<file path="config.mk">
export PLATFORM = sky130hd
export DESIGN_NAME = tl45_bus_arbiter
export DESIGN_NICKNAME = d
export VERILOG_FILES = /design/src/rtl/tl45_bus_arbiter.sv
export SDC_FILE = /design/constraint.sdc
export NUM_CORES = 1
export LEC_CHECK = 0
export BUFFER_PORTS_ARGS = -buffer_cell sky130_fd_sc_hd__clkbuf_2
export CAP_MARGIN = 5
export CORE_AREA = 2 2 104 106
export DETAILED_ROUTE_END_ITERATION = 8
export DIE_AREA = 0 0 106 108
export PLACE_DENSITY_LB_ADDON = 0.2
export SYNTH_ARGS = -nofsm -noshare
export SYNTH_HDL_FRONTEND = slang
export SYNTH_SLANG_ARGS = --single-unit
</file>
<file path="constraint.sdc">
create_clock -name i_clk -period 2.02 [get_ports i_clk]
set_input_delay 0.303 -clock i_clk [delete_from_list [all_inputs] [get_ports i_clk]]
set_output_delay 0.303 -clock i_clk [all_outputs]
set_load 0.1 [all_outputs]
</file>
<file path="src/rtl/tl45_bus_arbiter.sv">
// Two-master, one-slave pipelined Wishbone arbiter. Master B (data stage) has
// priority; a starvation counter forces a grant to master A (fetch) after MAX_CONSEC B wins.
module tl45_bus_arbiter #(
  parameter int unsigned AW         = 30,
  parameter int unsigned DW         = 32,
  parameter int unsigned MAX_CONSEC = 4
) (
  input  logic          i_clk,
  input  logic          i_reset,
  input  logic          i_a_cyc,
  input  logic          i_a_stb,
  input  logic          i_a_we,
  input  logic [AW-1:0] i_a_addr,
  input  logic [DW-1:0] i_a_data,
  output logic          o_a_stall,
  output logic          o_a_ack,
  input  logic          i_b_cyc,
  input  logic          i_b_stb,
  input  logic          i_b_we,
  input  logic [AW-1:0] i_b_addr,
  input  logic [DW-1:0] i_b_data,
  output logic          o_b_stall,
  output logic          o_b_ack,
  output logic [DW-1:0] o_rdata,
  output logic          o_wb_cyc,
  output logic          o_wb_stb,
  output logic          o_wb_we,
  output logic [AW-1:0] o_wb_addr,
  output logic [DW-1:0] o_wb_data,
  input  logic          i_wb_stall,
  input  logic          i_wb_ack,
  input  logic [DW-1:0] i_wb_data
);

  typedef enum logic [1:0] {
    IDLE  = 2'd0,
    OWN_A = 2'd1,
    OWN_B = 2'd2
  } state_e;

  localparam logic [3:0] MaxConsec = 4'(MAX_CONSEC);

  state_e     state_q, state_d;
  logic [3:0] starve_q, starve_d;

  always_ff @(posedge i_clk) begin
    if (i_reset) begin
      state_q  <= IDLE;
      starve_q <= '0;
    end else begin
      state_q  <= state_d;
      starve_q <= starve_d;
    end
  end

  // Grants are only issued from IDLE, so owners are always separated by one idle cycle.
  always_comb begin
    state_d  = state_q;
    starve_d = starve_q;
    case (state_q)
      IDLE: begin
        if (i_b_cyc && !(i_a_cyc && (starve_q >= MaxConsec))) begin
          state_d = OWN_B;
          if (!i_a_cyc)
            starve_d = '0;
          else if (starve_q != 4'hF)
            starve_d = starve_q + 4'd1;
        end else if (i_a_cyc) begin
          state_d  = OWN_A;
          starve_d = '0;
        end
      end
      OWN_A: if (!i_a_cyc) state_d = IDLE;
      OWN_B: if (!i_b_cyc) state_d = IDLE;
      default: state_d = IDLE;
    endcase
  end

  assign o_rdata = i_wb_data;

  always_comb begin
    o_wb_cyc  = 1'b0;
    o_wb_stb  = 1'b0;
    o_wb_we   = 1'b0;
    o_wb_addr = '0;
    o_wb_data = '0;
    o_a_stall = 1'b1;
    o_a_ack   = 1'b0;
    o_b_stall = 1'b1;
    o_b_ack   = 1'b0;
    case (state_q)
      OWN_A: begin
        o_wb_cyc  = i_a_cyc;
        o_wb_stb  = i_a_stb;
        o_wb_we   = i_a_we;
        o_wb_addr = i_a_addr;
        o_wb_data = i_a_data;
        o_a_stall = i_wb_stall;
        o_a_ack   = i_wb_ack;
      end
      OWN_B: begin
        o_wb_cyc  = i_b_cyc;
        o_wb_stb  = i_b_stb;
        o_wb_we   = i_b_we;
        o_wb_addr = i_b_addr;
        o_wb_data = i_b_data;
        o_b_stall = i_wb_stall;
        o_b_ack   = i_wb_ack;
      end
      default: ;
    endcase
  end

endmodule

</file>
* Word-level counts from Yosys, hierarchy flattened
Index checks and enable logic that the tools add are counted.
Storage, ports and cells: register bits 6, input bits 166, output and inout bits 101, word-level logic and storage cells 36
Operators by class: add/subtract/negate cells 1, magnitude comparators 1, eq/ne operators 7, muxes and demuxes 18, reduce and logical (&&, ||, !) cells 7
Operators by type and width (number):
- one-hot mux 32 bit (2 select lines) | 1
- one-hot mux 30 bit (2 select lines) | 1
- 2-to-1 mux 4 bit | 4
- 2-to-1 mux 2 bit | 4
- one-hot mux 1 bit (2 select lines) | 3
- one-hot mux 2 bit (3 select lines) | 1
- AND reduction 3 bit | 2
- adder 4 x 1 -> 4 bit (second input constant) | 1
- greater-or-equal comparator 4 x 3 -> 1 bit (second input constant) | 1
- 2-to-1 mux 1 bit | 4
- inequality test 2 bit (second input constant) | 2
- inequality test 4 bit (second input constant) | 1
- inequality test 3 x 2 -> 1 bit (second input constant) | 1
- inequality test 3 bit (second input constant) | 1
- equality test 2 x 1 -> 1 bit (second input constant) | 1
- equality test 2 bit (second input constant) | 1
- logical AND 1 bit | 2
- logical NOT 2 bit | 1
- nonzero test 2 bit | 1
- logical NOT 1 bit | 1

* Logic depth before layout (Yosys ltp)
word-level depth 6, gate-level depth with buffers 6, mapped depth without buffers 5

* Worst setup path before layout
OpenSTA, ideal clock, no wires.
path type reg-to-output, from register state_q[0], to output port o_wb_addr[10], arrival 2.499 ns, data required time 1.717 ns, path slack -0.782 ns, cell stages (with the launch flop) 7, path buffers 2, cells stage by stage dfxtp_1 inv_1 ha_1 buf_2 buf_1 a22oi_1 nor2b_1
Between the ends: cells in the longest elaborated chain, start to end 2, elaborated cells between the ends (all ways) 3, classes of those cells eq/ne (2); mux (1)
Ends and longest elaborated chain:
- from (decl) | RTL line 43 | state_e state_q, state_d;
- from (signal assigned) | RTL line 51 | state_q <= state_d;
- equality test 2 bit or equality test 2 x 1 -> 1 bit (tied branches) | RTL line 91 | case (state_q)
- one-hot mux 30 bit (2 select lines) * | RTL line 91
- to (decl) | RTL line 28 | output logic [AW-1:0] o_wb_addr,
Every way passes the cells marked *; elsewhere a longest branch is shown, timed or not.

* Worst setup path after layout
from register state_q[1], to output port o_wb_cyc
Between the ends: cells in the longest elaborated chain, start to end 2, elaborated cells between the ends (all ways) 3, classes of those cells eq/ne (2); mux (1)
Ends and longest elaborated chain:
- equality test 2 bit or equality test 2 x 1 -> 1 bit (tied branches) | RTL line 91
- one-hot mux 1 bit (2 select lines) * | RTL line 91
- to (decl) | RTL line 25 | output logic o_wb_cyc,
Marked as above.

==> key figures <==
Status
  • Status: completed

Synth
  • Synth cell count leaders: 64 x a22oi_1, 64 x nor2b_1, 32 x buf_4, 12 x clkbuf_1, 7 x buf_1
  • Post-synthesis async set-or-reset flop share: 0%
  • Syn_area_per_cell: 7.03 µm²
  • Synth Register Bits: 6
  • Simple-Gate Fraction of Synth Area: 32.1%
  • Post-synthesis mux area share: 0%
  • Post-Syn Area: 1550 µm²
  • Seq/Total Area, Yosys: 7.73%
  • Compound-Gate Fraction of Synth Area: 35.5%
  • Adder-Cell Fraction of Synth Area: 3.22%
  • Post-Syn Nets: 391
  • Post-Synth XOR/XNOR Area: 0%
  • Largest cells by area after synthesis: a22oi_1 31%, nor2b_1 26%, buf_4 15%
  • Area share of the largest cell type after synthesis: 30.9%
  • Synth unique cells: 25
  • Synth Instances: 221
  • Yosys top cell by area: a22oi_1
  • EDFF count, synth: 0
  • Yosys warning total: 0
  • Largest family of logic cells by synthesized area: compound AO/OA/AOI/OAI gates
  • Dominant synthesized flop cell: dfxtp_1

Critical path
  • Worst endpoint required time: 1.72 ns
  • Startpoint Class: flop
  • CP Max Fanout: 22
  • CP Data Arrival Time: 1.63 ns
  • Setup Crit Path Kind: reg -> out
  • CP Launch Point: state_q[1]$_SDFFE_PP0P_
  • Worst R2R Start: state_q[1]$_SDFFE_PP0P_
  • CP endpoint kind: output pin

Route
  • DR iter-0 viols: 55
  • Post-Route WL: 7340 µm
  • Via-per-instance ratio: 4.34
  • DRC violations left: 0
  • WL/cell: 14.2 µm
  • ANT nets after route: 0
  • TritonRoute pass-1 iters: 4
  • Via count: 2,245

GRT
  • First-pass GRT wire length: 10,800 µm
  • Total GRT Usage: 11.6%
  • Vias in the first global route: 2,167
  • Largest net degree at the start of global routing: 41
  • Grt ovf: 0
  • Initial antenna violation count: 0

Cells and area
  • Filler instances: 1,044
  • Fin util: 37.8%
  • Post-route cell area: 3870 µm²
  • Layout Cells excl Fill: 517
  • Layout net count: 553
  • Layout area overhead: 149%
  • Layout cells sized above 1: 75.6%
  • Ant diodes: 0

CTS
  • Num CTS Buffers: 3
  • Post-CTS setup buffer count: 0
  • Worst-path clk slew: 0.03 ns
  • Clock buffer depth: 2
  • CTS tree: yes
  • Number of H-tree levels: 1
  • Skew-Pair Late Insertion Delay: 0.22 ns
  • Clock sinks: 6
  • Root Buffer: clkbuf_8

Floorplan
  • Core area: 10,200 µm²
  • Die Y: 108 µm
  • Initial Util: 15.2%
  • Total die area: 11,400 µm²
  • Die W: 106 µm
  • I/O pins: 267
  • Row cnt: 37

Timing
  • Worst-margin pin slew: 0.543 ns
  • Setup tns final: 0 ns
  • Unrepaired setup endpoints after global routing: no
  • Final setup vio count: 0
  • Fin. max-slew vios: 0
  • Final Hold Viols: 0
  • Tcrit/Tclk final: 95.7%
  • Final Skew: 0.000245 ns
  • Max frequency: 517 MHz
  • Post-route minimum period: 1.93 ns
  • Slew HR: 63.9%
  • Final hold slack: 0.331 ns

Power and ir drop
  • PwrDens: 430 nW/µm²
  • Leak: 1.54 nW
  • Max VDD drop: 0.000165 V

Placement
  • Number of cells after detailed placement: 514
  • Placement-stage cell area: 3770 µm²
  • Dpl hpwl: 6380 µm
  • GP Congestion: 0.762
  • Port buffer count: 202

Run
  • Max-Cap Viols: 0

Hold path
  • HP Class: in -> reg
  • Hold path startpoint: i_reset
==> kinds of logic (layout without fill, tap and decap cells) <==
logic type | after synthesis | after routing
and+or+nand+nor | 79 | 79
adders and majority gates | 4 | 4
DFF | 6 | 6
buffers and inverters | 56 | 216
AOI/OAI and AO/OA | 76 | 76
==> cells in the final DEF (no fill, tap or decap), drive strengths merged, types with 2 or more instances in the layout <==
cell / instances
ha: 4
and2: 3
nor3b: 2
a22oi: 64
o21ai: 4
nand2b: 2
inv: 3
buf: 75
clkbuf: 138
nand2: 2
nor2b: 64
a21oi: 5
dfxtp: 6
==> flip-flops by register name (all words and copies together) (netlist names) <==
register and flops:
starve_q 4, state_q 2
==> critical path, stage by stage (launching register included) <==
cell	delay [ns]
dfxtp_2	0.34
inv_1	0.06
ha_2	0.20
buf_6	0.17
a22o_4	0.26
and2_2	0.21
buf_12	0.16
==> what timing repair did <==
| action | 4_1_cts | 5_1_grt |
|---|---|---|
| gates resized for setup | 3 | 12 |
| hold buffers | 0 | 0 |
| endpoints found under the setup margin | 15 | 61 |
==> metal layers <==
layer / up-vias / track usage (%) / routed length, µm
met5: - / 0 / 0
met4: 0 / 4.61 / 215
met3: 26 / 2.41 / 688
met2: 133 / 22.9 / 4010
met1: 1005 / 11.8 / 2420
li1: 1081 / - / -
==> where the power goes <==
| group | internal [mW] | switching, mW | total [mW] |
|---|---|---|---|
| Clock | 0.128 | 0.0489 | 0.177 |
| Sequential | 0.125 | 0.00392 | 0.129 |
| Combinational | 0.572 | 0.786 | 1.36 |
| Total | 0.825 | 0.839 | 1.66 |
==> metrics by stage <==
stage	power (mW)	setup WS (ns)
floorplan	1.27	-0.266
global placement	1.47	0.267
detailed placement	1.48	0.200
CTS	1.67	0.0305
global route	1.75	0.000166
finish	1.66	0.0872
==> area by class of cell <==
cell class              instances  area [µm²]  area share, %
clock buffers                   3        41.3           1.07
repair buffers                210        2120           54.9
multi-input cells             159        1400           36.2
well taps                     136         170           4.40
flip-flops and latches          6         123           3.17
inverters                       3        11.3          0.291
==> path summary, 6_finish.rpt <==
kind | end | cells past startpoint | slack [ns]
worst min-delay path | state_q[0]$_SDFFE_PP0P_ | 2 | 0.33
worst min register to register | starve_q[1]$_SDFFE_PP0P_ | 2 | 0.47
worst max-delay path | o_wb_cyc | 6 | 0.09
worst max register to register | state_q[1]$_SDFFE_PP0P_ | 6 | 0.29
No activity file was read; power rests on OpenSTA's default activity.
